--- src/rtl/regfile_sequencer.sv ---
`default_nettype none
// ============================================================================
// Module   : regfile_sequencer
// Purpose  : Control unit for an 8 x 8-bit register file plus external ALU.
//            It fetches an 8-bit instruction over a ready/valid memory
//            handshake, using R7 (PC) on the A bus as the fetch address. It
//            then steers the register-file selects and the ALU opcode to
//            increment PC and execute MOV/ADD/SUB, or stops on HALT.
// Ports    : clk_i      - clock, every state update on the rising edge
//            rst_n_i    - synchronous active-low reset
//            start_i    - one-cycle run request, honoured only in IDLE
//            instr_i    - instruction word, valid while mem_rdy_i=1
//            mem_rdy_i  - memory response strobe
//            mem_rd_o   - memory read request (address = A bus = PC)
//            dsel_o     - register write select (0 = no write)
//            asel_o     - A-bus select (0 = DIN)
//            bsel_o     - B-bus select (0 = DIN)
//            alu_op_o   - 00 PASS_B, 01 ADD, 10 SUB, 11 INC_A
//            ir_o       - latched current instruction
//            busy_o     - high in FETCH, INCPC and EXEC
//            halted_o   - high in HALT
// Revision : 1.0 - initial release
// ============================================================================
module regfile_sequencer (
    input  logic       clk_i,
    input  logic       rst_n_i,
    input  logic       start_i,
    input  logic [7:0] instr_i,
    input  logic       mem_rdy_i,
    output logic       mem_rd_o,
    output logic [2:0] dsel_o,
    output logic [2:0] asel_o,
    output logic [2:0] bsel_o,
    output logic [1:0] alu_op_o,
    output logic [7:0] ir_o,
    output logic       busy_o,
    output logic       halted_o
);

    typedef enum logic [2:0] {
        S_IDLE  = 3'd0,
        S_FETCH = 3'd1,
        S_INCPC = 3'd2,
        S_EXEC  = 3'd3,
        S_HALT  = 3'd4
    } state_t;

    localparam logic [2:0] PC_REG   = 3'd7;
    localparam logic [1:0] OP_PASSB = 2'b00;
    localparam logic [1:0] OP_INCA  = 2'b11;
    localparam logic [1:0] OP_HALT  = 2'b11;

    state_t     state_q, state_d;
    logic [7:0] ir_q, ir_d;

    always_ff @(posedge clk_i) begin
        if (!rst_n_i) begin
            state_q <= S_IDLE;
            ir_q    <= 8'h00;
        end else begin
            state_q <= state_d;
            ir_q    <= ir_d;
        end
    end

    // Next state plus Moore output decode. Outputs depend only on the
    // registered state and IR, so the selects settle shortly after the
    // rising edge, well before the register file captures on the falling one.
    always_comb begin
        state_d  = state_q;
        ir_d     = ir_q;
        mem_rd_o = 1'b0;
        dsel_o   = 3'd0;
        asel_o   = 3'd0;
        bsel_o   = 3'd0;
        alu_op_o = OP_PASSB;
        busy_o   = 1'b0;
        halted_o = 1'b0;

        case (state_q)
            S_IDLE: begin
                if (start_i) begin
                    state_d = S_FETCH;
                end
            end

            S_FETCH: begin
                asel_o   = PC_REG;
                mem_rd_o = 1'b1;
                busy_o   = 1'b1;
                if (mem_rdy_i) begin
                    ir_d = instr_i;
                    // HALT skips INCPC so PC keeps pointing at the HALT word.
                    state_d = (instr_i[7:6] == OP_HALT) ? S_HALT : S_INCPC;
                end
            end

            S_INCPC: begin
                asel_o   = PC_REG;
                bsel_o   = 3'd0;
                alu_op_o = OP_INCA;
                dsel_o   = PC_REG;
                busy_o   = 1'b1;
                state_d  = S_EXEC;
            end

            S_EXEC: begin
                // The opcode field maps directly onto the ALU encoding for
                // MOV/ADD/SUB; a dst of 0 yields dsel 0, i.e. no write.
                asel_o   = ir_q[5:3];
                bsel_o   = ir_q[2:0];
                alu_op_o = ir_q[7:6];
                dsel_o   = ir_q[5:3];
                busy_o   = 1'b1;
                state_d  = S_FETCH;
            end

            S_HALT: begin
                halted_o = 1'b1;
            end

            default: begin
                state_d = S_IDLE;
            end
        endcase
    end

    assign ir_o = ir_q;

endmodule
`default_nettype wire
--- config.mk ---
export PLATFORM = sky130hd
export DESIGN_NAME = regfile_sequencer
export DESIGN_NICKNAME = d
export VERILOG_FILES = /design/src/rtl/regfile_sequencer.sv
export SDC_FILE = /design/constraint.sdc
export NUM_CORES = 1
export LEC_CHECK = 0
export ABC_AREA = 1
export CAP_MARGIN = 20
export CORE_MARGIN = 2
export CORE_UTILIZATION = 35
export DETAILED_ROUTE_END_ITERATION = 10
export GPL_ROUTABILITY_DRIVEN = 1
export GPL_TIMING_DRIVEN = 0
export PLACE_DENSITY = 0.68
export SETUP_SLACK_MARGIN = 0.4
export SYNTH_ARGS = -nofsm -noshare
export SYNTH_HDL_FRONTEND = slang
export SYNTH_SLANG_ARGS = --single-unit
--- constraint.sdc ---
create_clock -name clk_i -period 1.6 [get_ports clk_i]
set_input_delay 0.4 -clock clk_i [delete_from_list [all_inputs] [get_ports clk_i]]
set_output_delay 0.4 -clock clk_i [all_outputs]
set_load 0.01 [all_outputs]
## Yosys cells after proc, flatten, opt, wreduce, memory -nomap -nowiden

Cells that the tools add are included.

- Equal/unequal tests: 7
- Mux-type cells: 11
- Bitwise operators: 1
- Reduce and logical (&&, ||, !) cells: 5

Operators by type and width:

| kind | number |
|---|---|
| $pmux W3 S5 | 1 |
| $mux W3 | 4 |
| $pmux W3 S2 | 2 |
| $eq A3 B2 Y1 const B | 2 |
| $ne A2 B2 Y1 const B | 2 |
| $pmux W2 S2 | 1 |
| $eq A3 B1 Y1 const B | 1 |
| $eq A3 B3 Y1 const B | 1 |
| $logic_not A3 Y1 | 1 |
| $mux W1 | 3 |
| $reduce_and A3 Y1 | 1 |
| $reduce_or A3 Y1 | 1 |
| $eq A2 B2 Y1 const B | 1 |
| $reduce_and A2 Y1 | 1 |
| $reduce_or A2 Y1 | 1 |
| $not A1 Y1 | 1 |

- Bits in registers: 11
- Input port bits: 12
- Output and inout bits: 22
- Logic and storage cells: 26

## Longest topological paths before layout

- Depth after elaboration: 4
- Depth in mapped cells: 7
- Depth with buffers taken out: 6

## Worst setup path before layout

OpenSTA, ideal clock, no wires.

- Kind: register -> output
- Start: register state_q[0]
- End: output port asel_o[0]
- Data arrival time: 986 ps
- Required time: 1,200 ps
- Path slack: 214 ps
- Cell stages (with the launch flop): 4
- Buffers on the path: 1
- Path through: dfxtp_1 > buf_4 > nand3_1 > o21ai_0

- Word-level cells in the longest chain between the ends: 3
- Elaborated cells between the ends (all ways): 5
- Those cells by class: eq/ne: 3; mux: 1; reduce/logical: 1

RTL lines:

| element | RTL line | RTL |
|---|---|---|
| from (decl) | 53 | `state_t state_q, state_d;` |
| from (signal assigned) | 61 | `state_q <= state_d;` |
| $eq A3 B1 Y1 or $eq A3 B2 Y1 (tied branches) | 80 | `case (state_q)` |
| $reduce_or A2 Y1 (no line) | - |  |
| $pmux W3 S2 (*) | 80 |  |
| to (decl) | 32 | `output logic [2:0] asel_o,` |

Mark *: on every way between the ends. The rest lies on a longest branch, timed or not.

## Worst setup path after layout

- Start: register state_q[2]
- End: output port asel_o[2]

Same word-level chain as after synthesis.

==> reports/metrics.yaml <==
status:
  status: "complete, but fails checks"
  violations: "setup timing"
sta:
  worst_pin_slew_ns: 0.249
  timing.fmax_mhz: 597
  final.setup.tns_ns: -0.164
  finalCritPeriodShare_pct: 105
  fin_skew_ns: 0.00781
  min_period_ns: 1.67
  rsz0062_at_grt: "true"
  setup_viol: 3
  fin_ws_ns: -0.0746
  maxSlewHeadroom_pct: 83.4
  hold_violations: 0
  slew_viol_final: 0
worst_setup_path:
  criticalPathCategory: "reg2out"
  path_cells: "inv_8 -> nand2_8 -> o21ai_2 -> inv_2 -> o21ai_2 -> buf_2"
  start_kind: "register"
  cp.required_ns: 1.20
  worst_setup_path_end_kind: "primary output"
  path_buf_inv: 3
  cpPeakStageDelay_ns: 0.37
  cpLargestDelayFamily: "flip-flops"
  worst_path_most_repeated_cell: "o21ai_2"
  cp_slowest_cell: "dfxtp_4"
  cp_max_fo: 5
  arrival_ns: 1.27
clock_network:
  root_buffer: "clkbuf_4"
  cts_sinks: 11
  hold_buffers: 0
  htreeDepth: 1
  cts_tree: "yes"
  clk_latency_ns: 0.28
  clk_path_buf_depth: 2
  clk_pin_slew_ns: 0.09
  cts_made_buffers: 3
route:
  drcViolationCount: 0
  wl_per_cell_um: 12.9
  dr.pass1.iters: 4
  vias: 865
  wl_um: 2450
  vias_per_cell: 4.55
  detail-route-antenna-nets: 0
  drt_iter0_markers: 13
synth:
  synth-xor-area-share_pct: 0
  synth-simple-area-share_pct: 42.3
  synth_top_area_share_pct: 32.2
  avgSynthCellArea_um2: 6.57
  yosysWarnings: 0
  yosysTopAreaCell: "dfxtp_1"
  syn_area_um2: 683
  netlist_instances: 104
  synth_mux_area_share_pct: 0
  synth-seq-area-share_pct: 32.2
  ys_ff_latch: 11
  synthTopCellsByArea: "dfxtp_1, inv_1, nand2_1, nor2_2, nor2_1"
  synth_fa_ha_area_share_pct: 0
  synth_compound_area_share_pct: 8.06
  synth_cell_types: 17
  syn_nets: 116
  synth_top_family_by_area: "simple AND/OR/NAND/NOR gates"
global_route:
  antenna_found_initial: 0
  track_usage_pct: 18.4
  grt_overflow: 0
  grt_first_pass_wirelength_um: 2940
  grt_max_degree: 11
  grt_pass1_vias: 662
layout:
  fin_util_pct: 79.3
  drive_above_1_share_pct: 69.7
  layout.cells.non_filler: 190
  fillers: 128
  multiInputGateArea_um2: 499
  area_delta_synth_final_pct: 107
  antenna_cells: 0
  ff_latch_area_um2: 239
  final_nets: 178
power:
  p_seq_share_pct: 31.2
  p_int_w: 0.000662
  ir_worst_vdd_mv: 0.487
  p_clk_share_pct: 19.2
  leakage_nw: 0.740
  swShare_pct: 36.9
  power.density_nw_per_um2: 743
  power_switching_w: 0.000388
  power_frac_comb_pct: 49.7
job:
  maxCapViolations: 0
die:
  die_h_um: 48.2
  die_area_um2: 2320
  start_util_pct: 38.3
  die_x_um: 48.2
  rows: 15
  io-pin-count: 34
  core_region_area_um2: 1780
place:
  dp.cells: 161
  hpwl_um: 1250
  io_buffers: 32
  place_congestion: 0.806
worst_hold_path:
  hold_path.class: "in2reg"
[path summary, 6_finish.rpt]
check	startpoint	end	slack, ns	depth (start not counted)
worst max-delay path	state_q[2]$_SDFFE_PN0P_	asel_o[2]	-0.07	6
worst min-delay path	rst_n_i	ir_o[7]$_SDFFE_PN0P_	0.46	3
worst max register to register	state_q[0]$_SDFFE_PN0P_	state_q[2]$_SDFFE_PN0P_	0.25	9
worst min register to register	ir_o[4]$_SDFFE_PN0P_	ir_o[4]$_SDFFE_PN0P_	0.50	2
[power by group through the flow]
stage,Combinational (W),Clock (W),Sequential (W)
after floorplan,0.000205,0,0.000339
after global placement,0.000361,0,0.000332
after detailed placement,0.000364,0,0.000333
after CTS,0.000435,0.000204,0.000325
after global routing,0.000562,0.000224,0.000330
final,0.000522,0.000201,0.000327
[kinds of logic (layout without fill, tap and decap cells)]
kind of cell,Yosys count,count (layout)
AO/OA/AOI/OAI,11,11
AND/OR/NAND/NOR,56,56
flip-flops,11,11
buffers and inverters,26,87
[cells in the mapped netlist]
library cell and number:
nand2_4 1, nand3_1 3, dfxtp_1 11, nor2_1 16, nor2_2 10, nand3_4 1
buf_2 1, nand2_2 2, buf_12 1, a21oi_1 6, buf_4 1, inv_2 2
o21ai_0 5, nor2_8 1, inv_1 21, nor2_4 1, nand2_1 21
[routing by layer]
metal	routed length [um]	global-route usage, %	vias to the layer above
li1	-	-	430
met1	1020	25.0	404
met2	1330	30.0	27
met3	66	2.22	4
met4	36	6.49	0
met5	0	0	-
[area by class of cell]
type	count	share of cell area [%]
Inverter	23	6.81
Clock buffer	3	1.59
Multi-Input combinational cell	67	35.3
Sequential cell	11	16.9
Buffer	3	2.57
Clock inverter	1	0.354
Tap cell	25	2.21
Timing Repair Buffer	57	34.2
[state kept, by name, summed over array words and instances, names as in the netlist]
signal   flops
ir_o         8
state_q      3
[through the flow]
stage | setup slack, ns | hold slack [ns] | cell area, um^2 | power [W]
floorplan | 0.411 | 0.521 | 749 | 0.000544
global placement | -0.151 | 0.491 | 1100 | 0.000692
detailed placement | -0.157 | 0.498 | 1100 | 0.000696
CTS | -0.0171 | 0.437 | 1250 | 0.000963
global route | -0.129 | 0.455 | 1410 | 0.00112
finish | -0.0746 | 0.457 | 1410 | 0.00105
[layout by cell type (no fill, tap or decap), drive strengths merged]
master,synthesis,final
nand2,24,24
o21ai,5,5
nand3,4,4
dlygate4sd2,0,1
clkbuf,0,3
dfxtp,11,11
buf,3,50
clkinv,0,1
nor2,28,28
a21oi,6,6
inv,23,23
clkdlybuf4s50,0,9
[worst register-to-register path, stage by stage, from the launching register on]
cell and delay [ns]:
dfxtp_2 0.35, buf_6 0.14, buf_6 0.14, nand2_4 0.06, nor2_4 0.11, buf_6 0.10
buf_6 0.08, buf_6 0.10, nand3_2 0.07, a21oi_2 0.14
[timing repair]
item / CTS / global route
cloned: 1 / 0
endpoints found under the setup margin: 30 / 24
pin swaps: 8 / 12
buffers inserted: 18 / 6
gates resized for setup: 112 / 32
(Power assumes the default switching activity.)
